==> src/rtl/mem_sort_controller_if.sv <==
// Data-memory port shared between the sort sequencer (master) and datamemory/arbiter (slave).
// Read data is combinational; writes commit on the rising clock edge.
interface mem_sort_controller_if;
  logic        mem_req;
  logic        mem_gnt;
  logic [63:0] address;
  logic [63:0] write_data;
  logic        memoryread;
  logic        memorywrite;
  logic [63:0] read_data;

  modport master (
    output mem_req, address, write_data, memoryread, memorywrite,
    input  mem_gnt, read_data
  );

  modport slave (
    input  mem_req, address, write_data, memoryread, memorywrite,
    output mem_gnt, read_data
  );
endinterface

==> src/rtl/mem_sort_controller.sv <==
// In-place ascending bubble sort of N 64-bit words in data memory.
// Owns the memory port through a req/gnt handshake; reports pass and swap counts.
module mem_sort_controller #(
  parameter int unsigned N         = 10,
  parameter logic [63:0] BASE_ADDR = 64'd0,
  parameter bit          SIGNED    = 1'b0
) (
  input  logic                  clk,
  input  logic                  reset,
  input  logic                  start,
  output logic                  busy,
  output logic                  done,
  output logic [15:0]           pass_count,
  output logic [15:0]           swap_count,
  mem_sort_controller_if.master mem
);

  localparam int unsigned IDX_W  = 10;
  localparam int unsigned CNT_W  = 16;
  localparam int unsigned DATA_W = 64;
  localparam logic [IDX_W-1:0] LAST = IDX_W'(N - 1);

  typedef enum logic [2:0] {
    IDLE, RD_A, RD_B, WR_A, WR_B, NEXT, DONE
  } state_t;

  state_t              state, state_d;
  logic [IDX_W-1:0]    i_q, i_d, j_q, j_d;
  logic                swapped_q, swapped_d;
  logic [DATA_W-1:0]   tmp_a_q, tmp_a_d;
  logic [DATA_W-1:0]   addr_q, addr_d;
  logic [DATA_W-1:0]   wdata_q, wdata_d;
  logic [CNT_W-1:0]    pass_d, swap_d;
  logic                rd_c, wr_c, greater_c, pass_end_c, last_pass_c;

  function automatic logic [DATA_W-1:0] slot(input logic [IDX_W-1:0] k);
    return BASE_ADDR + (DATA_W'(k) << 3);
  endfunction

  assign greater_c   = SIGNED ? ($signed(tmp_a_q) > $signed(mem.read_data))
                              : (tmp_a_q > mem.read_data);
  assign pass_end_c  = (j_q + IDX_W'(1)) == (LAST - i_q);
  assign last_pass_c = (i_q + IDX_W'(1)) == LAST;

  // State and datapath registers; strobes derive from state so reset kills them at once.
  always_ff @(posedge clk or negedge reset) begin
    if (!reset) begin
      state      <= IDLE;
      i_q        <= '0;
      j_q        <= '0;
      swapped_q  <= 1'b0;
      tmp_a_q    <= '0;
      addr_q     <= '0;
      wdata_q    <= '0;
      pass_count <= '0;
      swap_count <= '0;
    end else begin
      state      <= state_d;
      i_q        <= i_d;
      j_q        <= j_d;
      swapped_q  <= swapped_d;
      tmp_a_q    <= tmp_a_d;
      addr_q     <= addr_d;
      wdata_q    <= wdata_d;
      pass_count <= pass_d;
      swap_count <= swap_d;
    end
  end

  // Next-state logic; every memory state holds completely while the port is not granted.
  always_comb begin
    state_d   = state;
    i_d       = i_q;
    j_d       = j_q;
    swapped_d = swapped_q;
    tmp_a_d   = tmp_a_q;
    addr_d    = addr_q;
    wdata_d   = wdata_q;
    pass_d    = pass_count;
    swap_d    = swap_count;
    rd_c      = 1'b0;
    wr_c      = 1'b0;

    case (state)
      IDLE: begin
        if (start) begin
          i_d       = '0;
          j_d       = '0;
          swapped_d = 1'b0;
          pass_d    = '0;
          swap_d    = '0;
          if (N < 2) begin
            state_d = DONE;
          end else begin
            state_d = RD_A;
            addr_d  = slot('0);
          end
        end
      end
      RD_A: begin
        if (mem.mem_gnt) begin
          rd_c    = 1'b1;
          tmp_a_d = mem.read_data;
          state_d = RD_B;
          addr_d  = slot(j_q + IDX_W'(1));
        end
      end
      RD_B: begin
        // The write-data register doubles as the captured second operand.
        if (mem.mem_gnt) begin
          rd_c    = 1'b1;
          wdata_d = mem.read_data;
          if (greater_c) begin
            state_d = WR_A;
            addr_d  = slot(j_q);
          end else begin
            state_d = NEXT;
          end
        end
      end
      WR_A: begin
        if (mem.mem_gnt) begin
          wr_c    = 1'b1;
          state_d = WR_B;
          addr_d  = slot(j_q + IDX_W'(1));
          wdata_d = tmp_a_q;
        end
      end
      WR_B: begin
        if (mem.mem_gnt) begin
          wr_c      = 1'b1;
          state_d   = NEXT;
          swapped_d = 1'b1;
          swap_d    = (swap_count == '1) ? swap_count : swap_count + CNT_W'(1);
        end
      end
      NEXT: begin
        if (mem.mem_gnt) begin
          if (pass_end_c) begin
            pass_d = pass_count + CNT_W'(1);
            if (!swapped_q || last_pass_c) begin
              state_d = DONE;
            end else begin
              state_d   = RD_A;
              i_d       = i_q + IDX_W'(1);
              j_d       = '0;
              swapped_d = 1'b0;
              addr_d    = slot('0);
            end
          end else begin
            state_d = RD_A;
            j_d     = j_q + IDX_W'(1);
            addr_d  = slot(j_q + IDX_W'(1));
          end
        end
      end
      DONE:    state_d = IDLE;
      default: state_d = IDLE;
    endcase
  end

  assign busy            = (state != IDLE);
  assign done            = (state == DONE);
  assign mem.mem_req     = (state inside {RD_A, RD_B, WR_A, WR_B, NEXT});
  assign mem.memoryread  = rd_c;
  assign mem.memorywrite = wr_c;
  assign mem.address     = addr_q;
  assign mem.write_data  = wdata_q;

endmodule

==> src/flat_wrapper.sv <==
// flat-port wrapper written by rule: the top's interface ports become plain ports
module mem_sort_controller_flat 
#(
  parameter int unsigned N         = 10,
  parameter logic [63:0] BASE_ADDR = 64'd0,
  parameter bit          SIGNED    = 1'b0
)
  (clk, reset, start, busy, done, pass_count, swap_count, mem_mem_req, mem_address, mem_write_data, mem_memoryread, mem_memorywrite, mem_mem_gnt, mem_read_data);
  mem_sort_controller_if mem_i ();
  input  logic clk;
  input  logic reset;
  input  logic start;
  output logic busy;
  output logic done;
  output logic [15:0] pass_count;
  output logic [15:0] swap_count;
  output wire logic [$bits(mem_i.mem_req)-1:0] mem_mem_req;
  output wire logic [$bits(mem_i.address)-1:0] mem_address;
  output wire logic [$bits(mem_i.write_data)-1:0] mem_write_data;
  output wire logic [$bits(mem_i.memoryread)-1:0] mem_memoryread;
  output wire logic [$bits(mem_i.memorywrite)-1:0] mem_memorywrite;
  input wire logic [$bits(mem_i.mem_gnt)-1:0] mem_mem_gnt;
  input wire logic [$bits(mem_i.read_data)-1:0] mem_read_data;
  assign mem_mem_req = mem_i.mem_req;
  assign mem_address = mem_i.address;
  assign mem_write_data = mem_i.write_data;
  assign mem_memoryread = mem_i.memoryread;
  assign mem_memorywrite = mem_i.memorywrite;
  assign mem_i.mem_gnt = mem_mem_gnt;
  assign mem_i.read_data = mem_read_data;
  mem_sort_controller #(.N(N), .BASE_ADDR(BASE_ADDR), .SIGNED(SIGNED)) u_core (.clk(clk), .reset(reset), .start(start), .busy(busy), .done(done), .pass_count(pass_count), .swap_count(swap_count), .mem(mem_i));
endmodule
==> config.mk <==
export PLATFORM = sky130hd
export DESIGN_NAME = mem_sort_controller_flat
export DESIGN_NICKNAME = d
export VERILOG_FILES = /design/src/rtl/mem_sort_controller_if.sv /design/src/rtl/mem_sort_controller.sv /design/src/flat_wrapper.sv
export SDC_FILE = /design/constraint.sdc
export NUM_CORES = 1
export LEC_CHECK = 0
export ABC_AREA = 1
export CAP_MARGIN = 0
export CORE_ASPECT_RATIO = 0.9
export CORE_MARGIN = 2
export CORE_UTILIZATION = 40
export CTS_CLUSTER_SIZE = 30
export DETAILED_ROUTE_END_ITERATION = 10
export PLACE_DENSITY_LB_ADDON = 0.12
export SKIP_CTS_REPAIR_TIMING = 1
export SYNTH_ARGS = -nofsm -noshare
export SYNTH_HDL_FRONTEND = slang
export SYNTH_SLANG_ARGS = --single-unit
==> constraint.sdc <==
create_clock -name clk -period 2.13 [get_ports clk]
set_input_delay 0.213 -clock clk [delete_from_list [all_inputs] [get_ports clk]]
set_output_delay 0.213 -clock clk [all_outputs]
set_load 0.02 [all_outputs]
Word-level counts from Yosys, hierarchy flattened
Cells that the tools add are included.

storage, ports and cells
  flip-flop bits (word level) = 248
  bits of input ports = 68
  output and inout port bits = 165
  logic and storage cells = 104

operators by class
  add/sub/neg operators = 5
  order comparisons = 1
  eq/ne operators = 21
  multiplexer cells = 46
  reduce and logical (&&, ||, !) cells = 22

operators by type and width
  kind                                                                     number
  64-bit two-way mux                                                       9
  64-bit one-hot mux with 4 select lines                                   1
  64-bit one-hot mux with 2 select lines                                   1
  16-bit two-way mux                                                       5
  10-bit two-way mux                                                       7
  64-bit > comparator                                                      1
  16-bit one-hot mux with 2 select lines                                   2
  10-bit one-hot mux with 2 select lines                                   2
  16-bit by 1-bit adder with 16-bit output (second input constant)         2
  3-bit two-way mux                                                        9
  10-bit by 1-bit adder with 10-bit output (second input constant)         2
  3-bit one-hot mux with 6 select lines                                    1
  16-bit equality test (second input constant)                             1
  2-bit != test (second input constant)                                    8
  4-bit AND reduction                                                      3
  6-bit AND reduction                                                      2
  10-bit equality test                                                     1
  10-bit by 4-bit equality test with 1-bit output (second input constant)  1
  4-bit by 10-bit subtractor with 10-bit output (first input constant)     1
  3-bit equality test (second input constant)                              3
  1-bit two-way mux                                                        8
  7-bit AND reduction                                                      1
  3-bit by 2-bit equality test with 1-bit output (second input constant)   2
  2-bit by 1-bit != test with 1-bit output (second input constant)         3
  other kinds (14)                                                         19

Depth between registers and ports, before layout
Gate-level depths: netlist of run 1.

  word-level depth = 7
  gate-level depth with buffers = 20

Worst setup path after synthesis of run 1
Ideal clock, no wire load.

  path type = reg2reg
  from = register u_core.i_q[1]
  to = register u_core.pass_count[6]
  arrival = 1.902 ns
  data required time = 2.009 ns
  path slack = 0.107 ns
  cell stages (with the launch flop) = 19
  clock period less this slack = 2.023 ns
  cell sequence = dfrtp_1 inv_1 ha_1 inv_1 nand2_1 nand2_1 inv_1 nand2_1 nand2_1 nand2_1 nand2_1 nand2_1 nor2_1 nand3_2 nand2_1 nand2_1 buf_2 a21oi_2 a21oi_2

on the way
  cells in the longest elaborated chain, start to end = 4

RTL lines
  element                                                    line                       RTL
  start: declaration                                         mem_sort_controller.sv:28  logic [IDX_W-1:0] i_q, i_d, j_q, j_d;
  start signal: assignment                                   mem_sort_controller.sv:59  i_q <= i_d;
  4-bit by 10-bit subtractor with 10-bit output              mem_sort_controller.sv:42  assign pass_end_c = (j_q + IDX_W'(1)) == (LAST - i_q);
  10-bit equality test                                       mem_sort_controller.sv:42
  2-bit by 1-bit != test with 1-bit output (no source line)  n/a
  4-bit AND reduction (no source line)                       n/a
  end signal: assignment                                     mem_sort_controller.sv:65  pass_count <= pass_d;
  end: declaration                                           mem_sort_controller.sv:13  output logic [15:0] pass_count,

No other way between the ends.
A chain may end at the register's enable or synchronous reset.

Worst setup path after layout of run 1
  from = register u_core.j_q[1]
  to = register u_core.addr_q[12], in the netlist u_core.mem.address[12]

on the way
  cells in the longest elaborated chain, start to end = 5
  elaborated cells between the ends (all ways) = 8

RTL lines
  element                                       line                        RTL
  start: declaration                            mem_sort_controller.sv:28
  start signal: assignment                      mem_sort_controller.sv:60   j_q <= j_d;
  10-bit by 1-bit adder with 10-bit output (*)  n/a
  10-bit equality test                          mem_sort_controller.sv:42
  64-bit two-way mux                            mem_sort_controller.sv:139  if (pass_end_c) begin
  64-bit two-way mux                            mem_sort_controller.sv:138  if (mem.mem_gnt) begin
  64-bit one-hot mux with 4 select lines        mem_sort_controller.sv:84   case (state)
  end signal: assignment                        mem_sort_controller.sv:63   addr_q <= addr_d;
  end: declaration                              mem_sort_controller.sv:31   logic [DATA_W-1:0] addr_q, addr_d;

Every way passes the cells marked *; elsewhere a longest branch is shown, timed or not. The select of a mux whose other input is x is not followed.

==> run_results.csv, run 1 <==
group,metric,value,unit
sta,setup_ws,-182,ps
cts,clkTransAtPathRegs,80,ps
cts,clock_path_buffers,2,
place,dp.cells,2150,
logic_synthesis,synth_xor_area_share,1.66,%
setup_path,crit_buf_inv,4,
detailed_routing,viasPerCell,4.98,
setup_path,crit_family,"simple AND/OR/NAND/NOR gates",
floorplan,die_area,30400,um2
setup_path,cp-end-kind,"flip-flop",
sta,worst-slew-pin-transition,734,ps
global_routing,grt_pass1_wl,52600,um
global_routing,antenna_found_initial,1,
place,dp_worst_setup_slack,-763,ps
status,violations,"negative setup slack",
sta,drv_slew,0,
logic_synthesis,ys_top_cells_by_area,"dfrtp_1, o21ai_0, nand2_1",
finish,layout.cells.non_filler,2189,
sta,max_freq,0.432,GHz
global_routing,grtUsageTotal,21.7,%
logic_synthesis,yosysUniqueCellTypes,41,
finish,area_growth,34.9,%
pwr,powerDensity,1140,nW/um2
detailed_routing,wl_per_cell,14.9,um
logic_synthesis,yosysWarnings,0,
min_path,min_path_type,"in -> async",
setup_path,crit_chain,"buf_6 -> nand3_4 -> nor2_4 -> nand2_2 -> nand2_1 -> nand2_1 -> nand2_1 -> nand3_2 -> nor2_4 -> nand3_4 -> buf_6 -> inv_4 -> nand2_8 -> buf_6 -> nand4_1 -> nand2_1",
logic_synthesis,synth_compound_area_share,16.6,%
finish,final_nets,1950,
cts,cts.root.buffer_cell,"clkbuf_16",
finish,drive_gt1_share,15.4,%
finish,multi_input_area,6050,um2
logic_synthesis,synth.mux.area_fraction,0,%
setup_path,critPathMaxFanout,12,
finish,layout_commonest_cell,"nand2_1",
finish,finalInstanceArea,15700,um2
cts,cts_tree,"built",
job,cap_violations,0,
logic_synthesis,yosys.area_share.simple,21.6,%
cts,htreeDepth,4,
cts,numClockSinks,194,
sta,hold_viol_final,0,
floorplan,coreArea,28700,um2
global_routing,grt_pass1_vias,10482,
setup_path,cp-start-kind,"flip-flop",
cts,clkLatencyLatePin,450,ps
logic_synthesis,yosysSeqAreaShare,41.9,%
place,dpl_cell_area,14600,um2
sta,timing.final.crit_share,109,%
sta,fin_skew,18.9,ps
finish,utilization,54.5,%
detailed_routing,vias,10895,
place,hpwl,22200,um
detailed_routing,routed_wl,32600,um
logic_synthesis,synth_fa_ha_area_share,7.66,%
global_routing,grt_max_degree,129,
finish,layout_common_cells,"nand2_1, o21ai_0, dfrtp_1, clkdlybuf4s50_1, inv_1",
logic_synthesis,yosys.area.top_type,"dfrtp_1",
detailed_routing,first_pass_iters,5,
logic_synthesis,syn_inst,1529,
detailed_routing,drt_iter0_drc,734,
setup_path,cp.arrival,2630,ps
sta,setup_tns,-5630,ps
global_routing,grt_overflow,0,
setup_path,crit_type,"reg -> reg",
floorplan,start_util,40.4,%
sta,holdWs,284,ps
finish,antennaDiodeCount,0,
pwr,p_leak,7.46,nW
sta,fin_crit,2310,ps
logic_synthesis,synth_top_family_by_area,"simple AND/OR/NAND/NOR gates",
floorplan,die_h,166,um
setup_path,crit_top_cell,"nand2_1",
sta,max-slew-margin-rel,51.1,%
status,status,"complete, but fails checks",
logic_synthesis,avgSynthCellArea,7.59,um2
sta,setup_viol,50,
logic_synthesis,synth-seq-cells,194,
detailed_routing,ant_nets,0,
place,port_buffers,178,
finish,regArea,4860,um2
setup_path,slowest_stage,"dfrtp_1",
finish,num-fill-cells,2731,
setup_path,critPathRequiredTime,2450,ps
detailed_routing,drc,0,
pwr,ir_drop,0.562,mV
sta,rsz0062_at_grt,"yes",
logic_synthesis,synth_top_area_share,41.9,%
floorplan,ioPinCount,233,
logic_synthesis,mappedNetlistArea,11600,um2
setup_path,crit_path_max_incr_delay,420,ps
pwr,power,17.8,mW
floorplan,die_w,183,um
floorplan,rows,59,
place,gp_congestion,0.830,
cts,cts_buffers,17,
==> state kept, by name, summed over array words and instances (netlist names) <==
name and count:
u_core.i_q 10, u_core.j_q 10, u_core.mem.address 10, u_core.mem.write_data 64, u_core.pass_count 16, u_core.state 3, u_core.swap_count 16, u_core.swapped_q 1
u_core.tmp_a_q 64
==> final timing paths <==
path	startpoint	endpoint	slack (ps)	cells after the start
max	u_core.j_q[1]	u_core.mem.address[12]	-180	16
min	reset	u_core.swap_count[0]	280	2
max reg2reg	u_core.j_q[1]	u_core.mem.address[12]	-180	16
min reg2reg	u_core.mem.address[9]	u_core.mem.address[9]	490	2
max in group asynchronous	reset	u_core.mem.write_data[31]	1220	3
min in group clk	mem_read_data[16]	u_core.mem.write_data[16]	390	3
==> kinds of logic after synthesis <==
| logic type | after synthesis |
|---|---|
| xor+xnor | 22 |
| fa+ha+maj | 71 |
| flops | 194 |
| buf+inv | 265 |
| compound gates | 373 |
| other cells | 1 |
| simple gates | 603 |
==> area by class of cell <==
| class | count | share of cell area, % |
|---|---|---|
| clock buffers | 18 | 2.81 |
| multi-input cells | 1123 | 38.7 |
| inverters | 146 | 3.53 |
| well taps | 366 | 2.93 |
| flip-flops and latches | 194 | 31.0 |
| clock inverters | 13 | 0.919 |
| repair buffers | 329 | 20.1 |
==> routing by layer <==
layer,GRT usage [%],vias to the layer above,wire length (um)
li1,-,5496,-
met1,29.0,5161,15200
met2,36.4,215,15500
met3,4.28,21,1600
met4,4.87,2,302
met5,0,-,13
==> Yosys cell counts, drive strengths merged <==
library cell / n
nor4: 4
clkbuf: 49
nand4: 27
dfrtp: 194
nand2: 342
and3: 1
a22oi: 1
xor2: 19
a31oi: 1
or2: 5
nor3b: 1
ha: 71
o31ai: 5
conb: 1
nand3: 59
o21a: 5
nand3b: 2
a211oi: 1
a21boi: 1
o211ai: 1
clkinv: 2
xnor2: 3
o22ai: 7
a21oi: 42
inv: 144
o21ai: 306
o211a: 1
buf: 70
nor2: 144
a21o: 2
nor3: 18
==> where the power goes <==
part	internal (mW)	switching, mW
Combinational	3.77	5.01
Sequential	4.90	0.816
Clock	1.69	1.61
No activity file was read; power rests on OpenSTA's default activity.
==> run 2: changes to the inputs <==
CAP_MARGIN = 20   (was 0)
==> results of run 2 <==
Same layout as run 1: the final DEF is identical, and so are final timing and power.
==> run 3: changes to the inputs <==
CORE_MARGIN = default   (was 2)
SKIP_CTS_REPAIR_TIMING = default   (was 1)
==> run 3 against run 2 <==
Against the previous run: the flow still finishes with violations (negative setup slack); hold slack improved by 39 ps; global-route usage increased by 1.1 points; count of clock-buffer cells in the layout increased by 2; wire length rose by 2.6%; largest cell class unchanged.
==> run_results.csv, run 3 (synthesis gave the netlist of run 1 again) <==
group,metric,value,unit
global_routing,grt_pass1_vias,10574,
pwr,p_leak,7.58,nW
sta,setup_tns,-3130,ps
sta,max_freq,0.444,GHz
place,dp_worst_setup_slack,-709,ps
detailed_routing,viasPerCell,5.06,
setup_path,crit_end,"u_core.j_q[5]",
finish,layout_commonest_cell,"nand2_1",
floorplan,rows,58,
detailed_routing,vias,11085,
global_routing,antenna_found_initial,3,
global_routing,grtUsageTotal,22.8,%
cts,cts_buffers,17,
detailed_routing,first_pass_iters,5,
cts,clock_path_buffers,2,
sta,setup_viol,40,
floorplan,die_w,181,um
place,port_buffers,178,
floorplan,start_util,41.1,%
min_path,min_path_type,"in -> async",
pwr,p_seq_share,31.6,%
setup_path,critPathMaxFanout,5,
sta,hold_viol_final,0,
pwr,combPwrFrac,50.6,%
pwr,p_sw_share,41.9,%
global_routing,grt_overflow,0,
global_routing,use_met3,4.46,%
setup_path,reg2reg_depth,17,
setup_path,timing.rr.start,"u_core.i_q[1]",
sta,drv_slew,0,
floorplan,coreArea,28200,um2
pwr,pwr-share-clk,17.8,%
status,violations,"negative setup slack",
finish,layout_common_cells,"nand2_1, o21ai_0, dfrtp_1, clkdlybuf4s50_1, inv_1",
setup_path,cp-end-kind,"flip-flop",
floorplan,ioPinCount,233,
setup_path,crit_path_start,"u_core.i_q[1]",
pwr,power.internal,10.5,mW
place,hpwl,21900,um
global_routing,grt-busiest-layer,"met2",
global_routing,grtUsageMet2,37.7,%
finish,area_growth,37.7,%
detailed_routing,wl_per_cell,15.3,um
detailed_routing,drt_iter0_drc,677,
pwr,powerDensity,1130,nW/um2
sta,timing.final.crit_share,106,%
place,gp_congestion,0.853,
sta,rsz0062_at_grt,"yes",
finish,final_nets,1958,
setup_path,reg2reg_to,"u_core.j_q[5]",
finish,num-fill-cells,2633,
detailed_routing,ant_nets,0,
cts,cts.root.buffer_cell,"clkbuf_16",
setup_path,cp-start-kind,"flip-flop",
finish,antennaDiodeCount,0,
sta,fin_skew,14.7,ps
global_routing,grt_pass1_wl,53800,um
job,cap_violations,0,
setup_path,r2r_slack,-120,ps
sta,setup_ws,-124,ps
finish,multi_input_area,6260,um2
detailed_routing,routed_wl,33500,um
detailed_routing,drc,0,
cts,cts_tree,"built",
cts,htreeDepth,4,
cts,clkTransAtPathRegs,70,ps
pwr,ir_drop,0.573,mV
global_routing,grt_max_degree,129,
cts,numClockSinks,194,
global_routing,grtUsageMet1,30.7,%
status,status,"complete, but fails checks",
setup_path,cp.arrival,2620,ps
finish,drive_gt1_share,17.5,%
floorplan,die_area,29700,um2
setup_path,critPathRequiredTime,2490,ps
sta,max-slew-margin-rel,48.8,%
finish,utilization,56.6,%
floorplan,die_h,164,um
pwr,power_switching,7.59,mW
cts,clkLatencyLatePin,450,ps
setup_path,crit_type,"reg -> reg",
finish,regArea,4860,um2
sta,fin_crit,2250,ps
sta,worst-slew-pin-transition,768,ps
-- run 3: changes by cell type in the layout (fill, tap and decap cells not counted), moves of 4 or more --
cell     previous run  this run
nand2_1           311       288
nand2_2            27        41
nand2_4             2        10
buf_6               9        15
nand3_1            50        45
nand3_2             4         9
buf_4             127       123
-- run 3: worst min-delay path by stage --
| stage | from | to | slack, ps | cells after the start |
|---|---|---|---|---|
| 2_1_floorplan | reset | u_core.i_q[0] | -80 | 0 |
| 3_5_place_dp | reset | u_core.swap_count[8] | 230 | 1 |
| 3_3_place_gp | reset | u_core.swap_count[8] | 230 | 1 |
| 4_1_cts | reset | u_core.tmp_a_q[42] | 320 | 2 |
| 5_1_grt | reset | u_core.tmp_a_q[42] | 360 | 2 |
| 6_report | reset | u_core.swap_count[8] | 320 | 2 |
-- run 3: final cells by class --
cell class / count / share of cell area (%)
Timing Repair Buffer: 336 / 20.5
Clock buffer: 20 / 2.86
Clock inverter: 10 / 0.635
Sequential cell: 194 / 30.4
Inverter: 146 / 3.56
Multi-Input combinational cell: 1124 / 39.2
Tap cell: 360 / 2.82
-- run 3: layer usage --
metal  wire length, um  vias up
met5                23        -
met4               336        4
met3              1880       26
met2             15900      292
met1             15300     5250
li1                  -     5513
-- run 3: metrics by stage --
stage	hold slack, ps	cell area (um2)	instances	total power [mW]
after global placement	231	14500	2135	13.8
after detailed placement	230	14500	2135	14.0
final	323	16000	2190	18.1
after floorplan	-82.6	11800	1582	10.2
after CTS	321	15500	2181	17.8
after global routing	360	16000	2190	19.4
-- run 3: worst max-delay path, stage by stage, from the launching register on --
cell,delay (ps)
dfrtp_1,420
inv_2,100
buf_4,120
nand2_1,80
nand2_1,130
nand3_2,100
buf_4,150
nand3_1,80
nand2_1,70
nor2_2,140
nand3_4,130
buf_6,150
inv_6,50
nand2_8,90
nand2_8,100
buf_8,130
nand2_1,50
o21ai_1,80
-- run 3: power by group through the flow --
| stage | clock, mW | sequential, mW | combinational, mW |
|---|---|---|---|
| floorplan | 0 | 6.34 | 3.88 |
| global placement | 0 | 5.74 | 8.10 |
| detailed placement | 0 | 5.75 | 8.21 |
| CTS | 3.29 | 5.72 | 8.80 |
| global route | 3.42 | 5.86 | 10.1 |
| finish | 3.22 | 5.73 | 9.18 |
-- run 3: what timing repair did --
item / 4_1_cts / 5_1_grt
buffers inserted: 9 / 7
pin swaps: 31 / 35
hold endpoints to repair: 49 / 0
hold buffers: 1 / 0
endpoints found under the setup margin: 55 / 54
gates resized for setup: 83 / 94
gates cloned: 6 / 4
